### config.mk
export PLATFORM = sky130hd
export DESIGN_NAME = sw_word_loader
export DESIGN_NICKNAME = d
export VERILOG_FILES = /design/src/rtl/sw_word_loader_pkg.sv /design/src/rtl/sw_word_loader_key_debounce.sv /design/src/rtl/sw_word_loader.sv
export SDC_FILE = /design/constraint.sdc
export NUM_CORES = 1
export LEC_CHECK = 0
export BUFFER_PORTS_ARGS = -buffer_cell sky130_fd_sc_hd__buf_2
export CAP_MARGIN = 30
export CORE_MARGIN = 5
export CORE_UTILIZATION = 51
export DETAILED_ROUTE_END_ITERATION = 6
export GPL_ROUTABILITY_DRIVEN = 0
export PLACE_DENSITY_LB_ADDON = 0.08
export SKIP_LAST_GASP = 1
export SLEW_MARGIN = 20
export SYNTH_ARGS = -nofsm -noshare
export SYNTH_HDL_FRONTEND = slang
export SYNTH_SLANG_ARGS = --single-unit
### constraint.sdc
create_clock -name clk -period 2.5 [get_ports clk]
set_clock_uncertainty 0.15 [all_clocks]
set_input_delay 0.25 -clock clk [delete_from_list [all_inputs] [get_ports clk]]
set_output_delay 0.25 -clock clk [all_outputs]
set_load 0.02 [all_outputs]
### src/rtl/sw_word_loader_pkg.sv
// sw_word_loader_pkg
// Shared helpers for the switch word loader: chunk count and select-width
// derivation, plus a parameter sanity predicate used at elaboration time.
// No ports (package).
package sw_word_loader_pkg;

    // Number of CHUNK-bit slices that make up a WIDTH-bit word.
    function automatic int num_chunks(input int width, input int chunk);
        return width / chunk;
    endfunction

    // Chunk index width; a single-chunk word still gets a 1-bit select so
    // the ports never collapse to zero width.
    function automatic int sel_width(input int nchunk);
        return (nchunk <= 1) ? 1 : $clog2(nchunk);
    endfunction

    // True when the parameter set describes a buildable loader.
    function automatic bit params_ok(input int width, input int chunk, input int deb);
        return (chunk > 0) && (width >= chunk) && ((width % chunk) == 0) && (deb >= 1);
    endfunction

endpackage

### src/rtl/sw_word_loader_key_debounce.sv
// key_debounce
// Brings an asynchronous active-high key into the clock domain, debounces
// it and emits a one-cycle strobe on each accepted press.
// Ports:
//   clk    - system clock
//   reset  - synchronous active-high reset
//   key_i  - raw key level, asynchronous to clk
//   stb_o  - one-cycle pulse on the accepted 0->1 transition
module key_debounce #(
    parameter int DEB_CYCLES = 4
) (
    input  logic clk,
    input  logic reset,
    input  logic key_i,
    output logic stb_o
);

    localparam int CW = $clog2(DEB_CYCLES + 1);
    localparam logic [CW-1:0] CNT_MAX = CW'(DEB_CYCLES);

    logic          sync1_q;
    logic          sync2_q;
    logic          level_q;
    logic          level_d;
    logic          prev_q;
    logic [CW-1:0] cnt_q;
    logic [CW-1:0] cnt_d;

    // The counter only runs while the synchronised key disagrees with the
    // accepted level; once it has seen DEB_CYCLES disagreeing cycles and the
    // key still disagrees, the accepted level flips.
    always_comb begin
        level_d = level_q;
        cnt_d   = cnt_q;
        if (sync2_q == level_q) begin
            cnt_d = '0;
        end else if (cnt_q == CNT_MAX) begin
            level_d = ~level_q;
            cnt_d   = '0;
        end else begin
            cnt_d = cnt_q + 1'b1;
        end
    end

    // Two-flop synchroniser, debounce state and a delayed copy of the
    // accepted level for edge detection.
    always_ff @(posedge clk) begin
        if (reset) begin
            sync1_q <= 1'b0;
            sync2_q <= 1'b0;
            level_q <= 1'b0;
            prev_q  <= 1'b0;
            cnt_q   <= '0;
        end else begin
            sync1_q <= key_i;
            sync2_q <= sync1_q;
            level_q <= level_d;
            prev_q  <= level_q;
            cnt_q   <= cnt_d;
        end
    end

    // Press edge only; releases never strobe.
    assign stb_o = level_q & ~prev_q;

endmodule

### src/rtl/sw_word_loader.sv
// sw_word_loader
// Assembles a WIDTH-bit operand word from CHUNK-bit switch slices, written
// on each debounced press of the load key, either at an explicit chunk index
// or at an auto-incrementing pointer.
// Ports:
//   clk, reset  - clock and synchronous active-high reset
//   sw_data     - switch slice to write
//   sel         - chunk index for manual writes
//   view_sel    - chunk index shown on view_out
//   load_key    - raw load key, active-high, asynchronous
//   auto_mode   - 1: write at pointer and advance; 0: write at sel
//   word_out    - assembled word
//   view_out    - selected chunk of word_out (0 if out of range)
//   ptr_out     - auto-mode chunk pointer
//   word_valid  - one-cycle pulse after the last chunk is written in auto mode
module sw_word_loader
    import sw_word_loader_pkg::*;
#(
    parameter  int WIDTH      = 16,
    parameter  int CHUNK      = 8,
    parameter  int DEB_CYCLES = 4,
    localparam int NCHUNK     = num_chunks(WIDTH, CHUNK),
    localparam int SELW       = sel_width(num_chunks(WIDTH, CHUNK))
) (
    input  logic             clk,
    input  logic             reset,
    input  logic [CHUNK-1:0] sw_data,
    input  logic [SELW-1:0]  sel,
    input  logic [SELW-1:0]  view_sel,
    input  logic             load_key,
    input  logic             auto_mode,
    output logic [WIDTH-1:0] word_out,
    output logic [CHUNK-1:0] view_out,
    output logic [SELW-1:0]  ptr_out,
    output logic             word_valid
);

    if (!params_ok(WIDTH, CHUNK, DEB_CYCLES)) begin : g_bad_params
        $error("sw_word_loader: WIDTH must be a multiple of CHUNK and DEB_CYCLES >= 1");
    end

    localparam logic [SELW-1:0] LAST_IDX = SELW'(NCHUNK - 1);
    localparam logic [SELW:0]   NCHUNK_W = (SELW + 1)'(NCHUNK);

    logic             load_stb;
    logic [WIDTH-1:0] word_q;
    logic [WIDTH-1:0] word_d;
    logic [SELW-1:0]  ptr_q;
    logic [SELW-1:0]  ptr_d;
    logic             valid_q;
    logic             valid_d;
    logic             wr_en;
    logic [SELW-1:0]  wr_idx;

    key_debounce #(
        .DEB_CYCLES(DEB_CYCLES)
    ) u_load_key (
        .clk  (clk),
        .reset(reset),
        .key_i(load_key),
        .stb_o(load_stb)
    );

    // Write decode. The pointer is forced to 0 whenever auto mode is off so
    // that re-entering auto mode always starts at chunk 0; manual writes to
    // a non-existent chunk are silently dropped. With a single chunk the
    // index is irrelevant and every write lands in chunk 0.
    always_comb begin
        word_d  = word_q;
        ptr_d   = auto_mode ? ptr_q : '0;
        valid_d = 1'b0;
        wr_en   = 1'b0;
        wr_idx  = ptr_q;
        if (load_stb) begin
            if (auto_mode) begin
                wr_en = 1'b1;
                if (ptr_q == LAST_IDX) begin
                    ptr_d   = '0;
                    valid_d = 1'b1;
                end else begin
                    ptr_d = ptr_q + 1'b1;
                end
            end else begin
                wr_idx = sel;
                wr_en  = (NCHUNK == 1) || ({1'b0, sel} < NCHUNK_W);
            end
        end
        for (int k = 0; k < NCHUNK; k++) begin
            if (wr_en && ((NCHUNK == 1) || (wr_idx == k[SELW-1:0]))) begin
                word_d[k*CHUNK +: CHUNK] = sw_data;
            end
        end
    end

    // Word, pointer and completion-pulse registers.
    always_ff @(posedge clk) begin
        if (reset) begin
            word_q  <= '0;
            ptr_q   <= '0;
            valid_q <= 1'b0;
        end else begin
            word_q  <= word_d;
            ptr_q   <= ptr_d;
            valid_q <= valid_d;
        end
    end

    // Readback mux; an out-of-range view index shows zero.
    always_comb begin
        view_out = '0;
        for (int k = 0; k < NCHUNK; k++) begin
            if (view_sel == k[SELW-1:0]) begin
                view_out = word_q[k*CHUNK +: CHUNK];
            end
        end
    end

    assign word_out   = word_q;
    assign ptr_out    = ptr_q;
    assign word_valid = valid_q;

endmodule

After elaboration in Yosys (flattened, before gate mapping)
Cells that the tools add are included.
- flip-flop bits (word level): 25
- input bits: 14
- output and inout bits: 26
- add/subtract/negate cells: 2
- eq/ne operators: 2
- mux-type cells: 9
- bitwise operators: 7
- reductions and logical operators: 5
- operator list (kind ; number):
    $mux 1 ; 8
    $mux 8 ; 1
    $not 1->1 ; 6
    $reduce_or 3->1 ; 2
    $add 3x1->3 const B ; 1
    $eq 3x3->1 const B ; 1
    $logic_and 1x1->1 ; 2
    $reduce_and 2->1 ; 1
    $add 1x1->1 const B ; 1
    $and 1x1->1 ; 1
    $eq 1x1->1 ; 1

Logic depth before layout (Yosys ltp)
- depth after elaboration: 5
- gate-level depth with buffers: 5
- mapped depth without buffers: 5

Cells and area by module
Synthesis repeated with hierarchy kept, for this count alone.
- cells, all modules: 102
- area, all modules: 1132.3 sq um
- modules (own cells, without submodules) (module ; times used ; cells each ; area an instance (sq um) ; sequential area each (sq um)):
    sw_word_loader ; 1 ; 77 ; 849.6 ; 360.3
    key_debounce ; 1 ; 25 ; 282.8 ; 140.1

Least setup slack after synthesis
Ideal clock, no wire load.
- path kind: register to register
- from: reg ptr_q (netlist: ptr_out)
- to: reg word_q[6] (netlist: word_out[6])
- arrival: 1.040 ns
- data required time: 2.218 ns
- path slack: 1.178 ns
- stages on the path, launching flop included: 5
- buffers on the path: 1
- period minus slack after synthesis: 1.322 ns
- path through: dfxtp_1 mux2_4 buf_6 o21ai_0 a21oi_1
- longest elaborated chain between the ends: 4
- ends and longest elaborated chain (item ; RTL line ; text):
    start: declaration ; sw_word_loader.sv:48 ; logic [SELW-1:0] ptr_q;
    start signal: assignment ; sw_word_loader.sv:103 ; ptr_q <= ptr_d;
    $mux 1 ; sw_word_loader.sv:75 ; if (auto_mode) begin
    $mux 1 (*) ; sw_word_loader.sv:74 ; if (load_stb) begin
    $not 1->1 (*) ; sw_word_loader.sv:89 ; if (wr_en && ((NCHUNK == 1) || (wr_idx == k[SELW-1:0]))) begin
    $logic_and 1x1->1 (*) ; sw_word_loader.sv:89 ;
    end signal: assignment ; sw_word_loader.sv:102 ; word_q <= word_d;
    end: declaration ; sw_word_loader.sv:46 ; logic [WIDTH-1:0] word_q;
Every way passes the cells marked *; elsewhere a longest branch is shown, timed or not.
A chain may end at the register's enable or synchronous reset.

Final worst setup path
- from: reg ptr_q (netlist: ptr_out)
- to: reg word_q[8] (netlist: word_out[8])
- longest elaborated chain between the ends: 3
- ends and longest elaborated chain (item ; RTL line):
    $mux 1 ; sw_word_loader.sv:75
    $mux 1 (*) ; sw_word_loader.sv:74
    $logic_and 1x1->1 (*) ; sw_word_loader.sv:89
Marks and branches as above.

==> reports/summary.txt <==
class of the tightest hold or removal check: input port to flop
total clock buffers created by CTS: 3
number of buffers inserted by port buffering: 39
number of placed I/O pins: 40
gate count after technology mapping: 114
CTS Sinks: 25
number of fill cells in the layout: 177
delay of the slowest critical-path stage: 0.64 ns
post-synthesis instance area: 0.00109 mm^2
core footprint: 0.00200 mm^2
starting density of the core: 0.543
top sig layer: met4
ratio of cells with drive above 1 in the final layout: 0.367
number of antenna violations at the first check in global routing: 0
sequential share of the synthesized area: 0.461
number of flip-flops and latches in the synthesized netlist: 25
Synth Net Count: 130
ratio of routed vias to standard cells: 5.26
Routed WL per cell: 13.5 um
std cell rows: 16
placement-stage worst setup slack: 0.861 ns
Required @ worst endpoint: 2.60 ns
largest net degree at the start of global routing: 25
wire length on met3: 178 um
shortest clock period the worst path allows after layout: 1.57 ns
number of global-route vias before repair: 989
headroom to the max-slew limit: 0.471
peak ir drop on the vdd network: 351 uV
Fmax achieved: 638 MHz
total count of max-transition violations in the final report: 0
Cell variety after synth: 26
global-route wire length before repair: 4.32 mm
number of nets still failing antenna checks after routing: 0
post-CTS setup repair buffer count: 0
core utilization of the finished layout: 0.644
power per cell area: 477 mW/mm^2
count of vias placed by the detailed router: 931
final setup TNS: 0 ns
Yosys Warn Count: 0
number of nets at the end of the flow: 167
run status: completed
Worst-path clk slew: 0.13 ns
DR pass1 iterations: 4
Chip Width: 56.1 um
commonest cells after routing, fill and taps aside: 39 x sky130_fd_sc_hd__buf_2, 25 x sky130_fd_sc_hd__dfxtp_1, 17 x sky130_fd_sc_hd__nand3_1, 17 x sky130_fd_sc_hd__a21oi_1, 13 x sky130_fd_sc_hd__o21ai_0
kind of capture point of the worst setup path: flop
final-report hold violation count: 0
DIE HEIGHT: 56.1 um
top cell type's share of synthesized area: 0.461
RSZ-0062 raised after global routing: no
DPL Wire Length: 1.70 mm
Slew @ Worst Pin: 0.778 ns
routed length on met2: 1.11 mm
total die area: 0.00315 mm^2
deepest clock path buffer count: 2
largest fanout of any net on the critical path: 16
total track usage: 0.166
count of unresolved DRC violations after routing: 0
number of antenna repair diodes: 0
critical-path cell list: mux2i_2 -> o21ai_0 -> a21oi_1
clock insertion delay at the later pin of the skew report: 0.31 ns
area occupied by registers: 500 um^2
Maximum Capacitance Violations: 0
buffer type at the clock tree root: sky130_fd_sc_hd__clkbuf_4
area of the multi-input gates: 515 um^2
top cells by area in the synthesized netlist: sky130_fd_sc_hd__dfxtp_1 46%, sky130_fd_sc_hd__mux2_2 8.3%, sky130_fd_sc_hd__a21oi_1 7.8%
TritonCTS clock tree: yes
initial drt markers: 22
Avg Inst Size Synth: 9.53 um^2
final setup slack of the worst path: 0.932 ns
Worst EP arrival: 1.66 ns
classification of the worst setup path: flop to flop
Layout Area Growth over Synthesis: 18.8%
routed length on met1: 1.08 mm
total number of H-tree levels: 1
cell type contributing the most total cell area after synthesis: sky130_fd_sc_hd__dfxtp_1
CP startpoint kind: flop
most frequent standard cell in the layout excluding fill and tap cells: sky130_fd_sc_hd__buf_2
leftover overflow at the end of global routing: 0
Worst path slowest cell: sky130_fd_sc_hd__mux2i_2
final setup violation count: 0
crit share post-route: 0.627
total detailed-routing wirelength: 2.38 mm
leakage power total: 0.572 nW
-- worst paths after layout --
| kind | slack (ns) | cells past startpoint | start | to |
|---|---|---|---|---|
| hold reg to reg | 0.31 | 1 | u_load_key.sync1_q$_SDFF_PP0_ | u_load_key.sync2_q$_SDFF_PP0_ |
| hold / removal | 0.03 | 3 | sw_data[4] | word_out[12]$_SDFFE_PP0P_ |
| setup reg to reg | 0.93 | 3 | ptr_out$_SDFF_PP0_ | word_out[8]$_SDFFE_PP0P_ |
| setup / recovery | 0.93 | 3 | ptr_out$_SDFF_PP0_ | word_out[8]$_SDFFE_PP0P_ |
-- routing by layer --
layer,track usage,vias up
met5,0,-
met4,0.0610,0
met3,0.0348,2
met2,0.275,28
met1,0.210,427
li1,-,474
-- synthesized netlist by cell type --
library cell               instances
sky130_fd_sc_hd__o21ai_2           1
sky130_fd_sc_hd__and4b_1           1
sky130_fd_sc_hd__mux2i_1           1
sky130_fd_sc_hd__nand2b_1          2
sky130_fd_sc_hd__inv_1             2
sky130_fd_sc_hd__nand2_1           2
sky130_fd_sc_hd__nor3b_1           2
sky130_fd_sc_hd__and4b_2           1
sky130_fd_sc_hd__and2b_1           1
sky130_fd_sc_hd__clkbuf_2          1
sky130_fd_sc_hd__ha_1              2
sky130_fd_sc_hd__xor2_1            1
sky130_fd_sc_hd__a21oi_1          17
sky130_fd_sc_hd__clkbuf_1          2
sky130_fd_sc_hd__mux2i_2           1
sky130_fd_sc_hd__nand3_1          17
sky130_fd_sc_hd__nor2_1            2
sky130_fd_sc_hd__nor2b_1           3
sky130_fd_sc_hd__dfxtp_1          25
sky130_fd_sc_hd__mux2_4            1
sky130_fd_sc_hd__xnor2_1           1
sky130_fd_sc_hd__buf_2             1
sky130_fd_sc_hd__o21ai_1           2
sky130_fd_sc_hd__o21ai_0          13
sky130_fd_sc_hd__mux2_2            8
sky130_fd_sc_hd__buf_6             4
-- power by group --
part | total [W] | leakage, nW | internal [W] | switching, W
Sequential | 0.000401 | 0.202 | 0.000400 | 0.000000974
Combinational | 0.0000379 | 0.353 | 0.0000156 | 0.0000223
Clock | 0.000176 | 0.0177 | 0.0000598 | 0.000116
-- cells by family (layout without fill, tap and decap cells) --
| family | after synthesis | after routing | share of synthesized area |
|---|---|---|---|
| muxes | 11 | 11 | 0.119 |
| xor gates and xnor gates | 2 | 2 | 0.0161 |
| buffers and inverters | 10 | 46 | 0.0645 |
| and+or+nand+nor | 31 | 31 | 0.161 |
| AOI/OAI and AO/OA | 33 | 33 | 0.156 |
| DFF | 25 | 25 | 0.461 |
| adders and majority gates | 2 | 2 | 0.0230 |
-- worst max-delay path, delay by kind of cell (launching register included) --
family	cells	cell delay, ns
AOI/OAI and AO/OA	2	0.33
muxes	1	0.64
DFF	1	0.38
-- layout make-up --
type                       count  share of cell area
multi-input combinational     79               0.400
clock buffer                   3              0.0175
tap                           27              0.0262
sequential                    25               0.388
timing repair buffer          40               0.159
inverter                       2             0.00582
clock inverter                 1             0.00388
-- flip-flops by register name, indices dropped and copies added, names as in the netlist --
signal	count
ptr_out	1
u_load_key.level_q	1
u_load_key.sync1_q	1
word_valid	1
u_load_key.cnt_q	3
word_out	16
u_load_key.prev_q	1
u_load_key.sync2_q	1
-- what timing repair did --
item / CTS / global route
resized for setup: 0 / 0
hold buffers: 1 / 0
endpoints found under the hold margin: 1 / 0
-- metrics by stage --
step / instance area [um^2] / instances / hold WS, ns / total power, W
after floorplan: 1090 / 114 / 0.172 / 0.000433
after CTS: 1290 / 177 / 0.0198 / 0.000626
final: 1290 / 177 / 0.0343 / 0.000615
after global routing: 1290 / 177 / 0.0257 / 0.000643
after global placement: 1250 / 172 / 0.269 / 0.000446
after detailed placement: 1250 / 172 / 0.285 / 0.000447
Note: power is estimated with default switching activity, not from simulation.
